`config.mk`:
```
export PLATFORM = sky130hd
export DESIGN_NAME = pulse_stretcher_mc
export DESIGN_NICKNAME = d
export VERILOG_FILES = /design/src/rtl/pulse_stretcher_pkg.sv /design/src/rtl/pulse_stretch_ch.sv /design/src/rtl/pulse_stretcher_mc.sv
export SDC_FILE = /design/constraint.sdc
export NUM_CORES = 1
export LEC_CHECK = 0
export ABC_AREA = 0
export ABC_CLOCK_PERIOD_IN_PS = 7100
export CORE_ASPECT_RATIO = 0.75
export CORE_MARGIN = 5
export CORE_UTILIZATION = 30
export DETAILED_ROUTE_END_ITERATION = 8
export SYNTH_ARGS = -nofsm -noshare
export SYNTH_HDL_FRONTEND = slang
export SYNTH_SLANG_ARGS = --single-unit
```
`constraint.sdc`:
```
create_clock -name clk -period 7.1 [get_ports clk]
set_input_delay 1.42 -clock clk [delete_from_list [all_inputs] [get_ports clk]]
set_output_delay 1.42 -clock clk [all_outputs]
set_load 0.05 [all_outputs]
```
`src/rtl/pulse_stretcher_pkg.sv`:
```
// Shared mode and state encodings for the multi-channel pulse stretcher.
package pulse_stretcher_pkg;

  localparam logic MODE_IGNORE = 1'b0;
  localparam logic MODE_RETRIG = 1'b1;

  typedef enum logic {
    ST_IDLE   = 1'b0,
    ST_ACTIVE = 1'b1
  } ch_state_e;

endpackage

```
`src/rtl/pulse_stretch_ch.sv`:
```
// One stretcher channel: rising-edge detect, IDLE/ACTIVE FSM, down-counter and
// saturating count of triggers dropped while already active.
module pulse_stretch_ch
  import pulse_stretcher_pkg::*;
#(
  parameter int N      = 32,
  parameter int DROP_W = 8
) (
  input  logic              clk,
  input  logic              reset,
  input  logic              pulse,
  input  logic [N-1:0]      len,
  input  logic              sel,
  output logic              pulse_en,
  output logic              en_nxt,
  output logic [N-1:0]      count,
  output logic [DROP_W-1:0] drop_cnt
);

  localparam logic [N-1:0] ONE = N'(1);

  function automatic logic [DROP_W-1:0] sat_inc(input logic [DROP_W-1:0] v);
    return (&v) ? v : v + DROP_W'(1);
  endfunction

  ch_state_e state;
  logic      pulse_q;
  logic      trig_ok;

  // A zero length disables the channel, so such an edge is not a trigger at all.
  always_comb begin
    trig_ok = pulse & ~pulse_q & (len != '0);
    en_nxt  = 1'b0;
    if (!reset) begin
      if (state == ST_ACTIVE) en_nxt = (count != '0) | trig_ok;
      else                    en_nxt = trig_ok;
    end
  end

  always_ff @(posedge clk) begin
    if (reset) begin
      state    <= ST_IDLE;
      pulse_q  <= 1'b1;
      pulse_en <= 1'b0;
      count    <= '0;
      drop_cnt <= '0;
    end else begin
      pulse_q <= pulse;
      case (state)
        ST_IDLE: begin
          if (trig_ok) begin
            state    <= ST_ACTIVE;
            pulse_en <= 1'b1;
            count    <= len - ONE;
          end
        end
        ST_ACTIVE: begin
          // A trigger on the final cycle always reloads, giving gap-free back-to-back pulses.
          if (trig_ok && (count == '0 || sel == MODE_RETRIG)) begin
            count <= len - ONE;
          end else if (count != '0) begin
            count <= count - ONE;
            if (trig_ok) drop_cnt <= sat_inc(drop_cnt);
          end else begin
            state    <= ST_IDLE;
            pulse_en <= 1'b0;
          end
        end
        default: begin
          state    <= ST_IDLE;
          pulse_en <= 1'b0;
        end
      endcase
    end
  end

endmodule

```
`src/rtl/pulse_stretcher_mc.sv`:
```
// Multi-channel pulse stretcher: NCH independent channels sharing one mode select,
// plus a registered busy flag aligned with the stretched outputs.
module pulse_stretcher_mc
  import pulse_stretcher_pkg::*;
#(
  parameter int NCH    = 4,
  parameter int N      = 32,
  parameter int DROP_W = 8
) (
  input  logic                  clk,
  input  logic                  reset,
  input  logic [NCH-1:0]        pulse,
  input  logic [NCH*N-1:0]      len,
  input  logic                  sel,
  output logic [NCH-1:0]        pulse_en,
  output logic [NCH*N-1:0]      count,
  output logic [NCH*DROP_W-1:0] drop_cnt,
  output logic                  busy
);

  logic [NCH-1:0] en_nxt;

  for (genvar i = 0; i < NCH; i++) begin : g_ch
    pulse_stretch_ch #(
      .N      (N),
      .DROP_W (DROP_W)
    ) u_ch (
      .clk      (clk),
      .reset    (reset),
      .pulse    (pulse[i]),
      .len      (len[i*N +: N]),
      .sel      (sel),
      .pulse_en (pulse_en[i]),
      .en_nxt   (en_nxt[i]),
      .count    (count[i*N +: N]),
      .drop_cnt (drop_cnt[i*DROP_W +: DROP_W])
    );
  end

  // Built from next-state enables so busy changes on the same edge as pulse_en.
  always_ff @(posedge clk) begin
    if (reset) busy <= 1'b0;
    else       busy <= |en_nxt;
  end

endmodule
```
==> results.ini <==
[timing]
unrepaired_setup_endpoints_after_global_routing=false
fmaxAchievable_mhz=199
maxSlewViolCount=0
totalNegativeSetupSlack_ns=0
hold_slack_ns=0.485
fin_crit_ns=5.03
timing.slew.headroom=0.198
worst_pin_slew_ns=1.19
timing.clock.skew_ns=0.0108
report.final.hold_viol_count=0
final_min_period_over_clock_period=0.709
finalSetupViolCount=0

[synth]
synth_warnings=0
yosys-top-cells-area=sky130_fd_sc_hd__dfxtp_1 28%, sky130_fd_sc_hd__nor2_1 5.4%, sky130_fd_sc_hd__nor3_1 4.9%
gate_count_after_technology_mapping=1685
netlist_area_before_placement_um2=12500
netlist.area_leader.share=0.277
synth_enable_flop_cells=0
yosysSeqAreaShare=0.277
synth.ff_latch_count=173
async_flop_share=0
syn-num-nets=1836
synth_flop_cell=sky130_fd_sc_hd__dfxtp_1
per_instance_average_area_after_synthesis_um2=7.41
synth_cell_types=78
yosysTopAreaCell=sky130_fd_sc_hd__dfxtp_1

[detailed_routing]
count_of_tritonroute_iterations_in_the_first_routing_pass=5
wl_per_cell_um=19.5
detail_route.drc_violations=0
detail-route-antenna-nets=0
dr_total_vias=14300
drt-vias-per-instance=5.73
detail_route.iter0.violations=1365
drt_wl_total_mm=48.8

[global_route]
grtUsageMet1=0.286
first_pass_grt_wire_length_mm=75.5
grt_busiest_layer=met2
gr-usage-met2=0.306
antenna_found_initial=1
globalRouteMet3Util=0.0523
track_usage=0.201
grt_pass1_vias=13300
grt_overflow=0
largest_net_degree_at_the_start_of_global_routing=70

[die]
initial_core_util=0.305
floorplan.die_area_um2=45800
std_cell_rows=64
chipWidth_um=246
core_area_um2=40900
die_height_um=187
io_pins=300

[finish]
layout.cells.most_common_list=298 x sky130_fd_sc_hd__clkdlybuf4s50_1, 179 x sky130_fd_sc_hd__nor2_1, 173 x sky130_fd_sc_hd__dfxtp_1
most_common_library_cell_in_the_layout_ignoring_fill_and_taps=sky130_fd_sc_hd__clkdlybuf4s50_1
layout.filler_cells=4149
drive_above_1_share=0.0471
postLayoutCoreUtil=0.403
nets=2072
syn2layout_area_growth_pct=32.2
stdcell_area_um2=16500
antennaDiodeCount=0

[power_and_ir_drop]
clock_power_share=0.306
switch_pwr_mw=1.38
comb_power_share=0.367
ir_drop_v=0.000163
pwr-share-seq=0.327
cellLeakagePower_nw=5.70
cell_internal_pwr_mw=2.08
switching_share=0.400
power-per-cell-area_nw_per_um2=210

[placed_design]
final_weighted_congestion_of_routability_driven_global_placement=0.856
place.detailed.hpwl_mm=35.9
placement.cell_area_um2=15900
portBuffers=299

[clock_tree]
ctsHoldBuffers=0
cts_max_path_buffers=2
cts_root_buf=sky130_fd_sc_hd__clkbuf_16
tritoncts=built
ctsResizeCount=0
number_of_buffers_created_by_cts=17
htreeDepth=4
cts_setup_buffers=0
worst_setup_hold_path_clk_slew_ns=0.08
cts.sinks=173
clk-insertion-delay-late_ns=0.46

[job]
max_cap_violations=0

[worst_hold_path]
hold_class=register to register

[worst_setup_path]
critPathRequiredTime_ns=7.43
timing.critical_path.from_type=input pin
worstPathMaxFanout=26
critPathArrivalTime_ns=5.36
critPathKind=input pin to register
critical_path_capture_point_type=register
reg_to_reg_slack_setup_ns=2.86

[outcome]
outcome=finished clean

## path summary, 6_finish.rpt
path                               start                     end  cells past startpoint
hold / removal    g_ch[0].u_ch.count[20]  g_ch[0].u_ch.count[20]                      2
setup / recovery                 len[42]   g_ch[1].u_ch.count[7]                      8
setup reg to reg   g_ch[1].u_ch.count[0]   g_ch[1].u_ch.count[7]                      9
hold reg to reg   g_ch[0].u_ch.count[20]  g_ch[0].u_ch.count[20]                      2
## critical path, stage by stage
cell and delay [ns]:
sky130_fd_sc_hd__clkdlybuf4s50_1 0.46, sky130_fd_sc_hd__or4_1 0.62, sky130_fd_sc_hd__or3_1 0.59, sky130_fd_sc_hd__nor4_4 0.50, sky130_fd_sc_hd__o21ai_1 0.31, sky130_fd_sc_hd__nand2_1 0.86, sky130_fd_sc_hd__mux2i_1 0.15, sky130_fd_sc_hd__a2111oi_0 0.44
## synth_stat cells, types with 19 or more instances
master and instances:
sky130_fd_sc_hd__a21oi_1 99, sky130_fd_sc_hd__a31oi_1 20, sky130_fd_sc_hd__a32o_1 36, sky130_fd_sc_hd__buf_2 19, sky130_fd_sc_hd__clkbuf_1 68, sky130_fd_sc_hd__dfxtp_1 173, sky130_fd_sc_hd__inv_1 63, sky130_fd_sc_hd__mux2i_1 31
sky130_fd_sc_hd__nand2_1 132, sky130_fd_sc_hd__nand3_1 59, sky130_fd_sc_hd__nand4_1 25, sky130_fd_sc_hd__nor2_1 180, sky130_fd_sc_hd__nor3_1 121, sky130_fd_sc_hd__nor4_1 69, sky130_fd_sc_hd__o21ai_0 111, sky130_fd_sc_hd__o32ai_1 33
sky130_fd_sc_hd__or3_1 37, sky130_fd_sc_hd__or4_1 39, sky130_fd_sc_hd__xnor2_1 67, sky130_fd_sc_hd__xor2_1 68
## power by group through the flow
stage	registers (mW)	logic (mW)	clock network (mW)
after floorplan	1.33	0.625	0
after global placement	1.15	1.24	0
after detailed placement	1.15	1.25	0
after CTS	1.13	1.26	1.09
after global routing	1.14	1.37	1.12
final	1.13	1.27	1.06
## cell families (layout without fill, tap and decap cells)
| family | count (synthesis) | in the layout | share of synthesized area |
|---|---|---|---|
| buf+inv | 162 | 411 | 0.0552 |
| xor+xnor | 135 | 135 | 0.0947 |
| compound gates | 404 | 404 | 0.215 |
| flops | 173 | 173 | 0.277 |
| mux | 34 | 34 | 0.0276 |
| simple gates | 761 | 761 | 0.314 |
| fa+ha+maj | 16 | 16 | 0.0160 |
## layer usage
metal	up-vias	share of wire
met5	-	0.00027
met2	646	0.44
met1	6831	0.46
met3	54	0.087
met4	2	0.014
li1	6758	-
## state kept, by name, summed over array words and instances (netlist names)
name                cells
g_ch.u_ch.count       128
g_ch.u_ch.drop_cnt     32
g_ch.u_ch.pulse_en      4
g_ch.u_ch.pulse_q       4
g_ch.u_ch.state         4
busy                    1
## metrics by stage
step | std cells | power, mW | worst slack [ns]
floorplan | 1685 | 1.96 | 3.10
global placement | 2463 | 2.39 | 1.81
detailed placement | 2463 | 2.40 | 1.64
CTS | 2495 | 3.47 | 2.13
global route | 2495 | 3.63 | 1.91
finish | 2495 | 3.46 | 2.07
## cell type report
type                    instances  area, um^2  area share
flip-flops and latches        173        3460       0.210
well taps                     561         702      0.0425
repair buffers                315        3110       0.188
inverters                      64         240      0.0146
multi-input cells            1350        8350       0.506
clock inverters                14         206      0.0125
clock buffers                  18         429      0.0260
No activity file was read; power rests on OpenSTA's default activity.
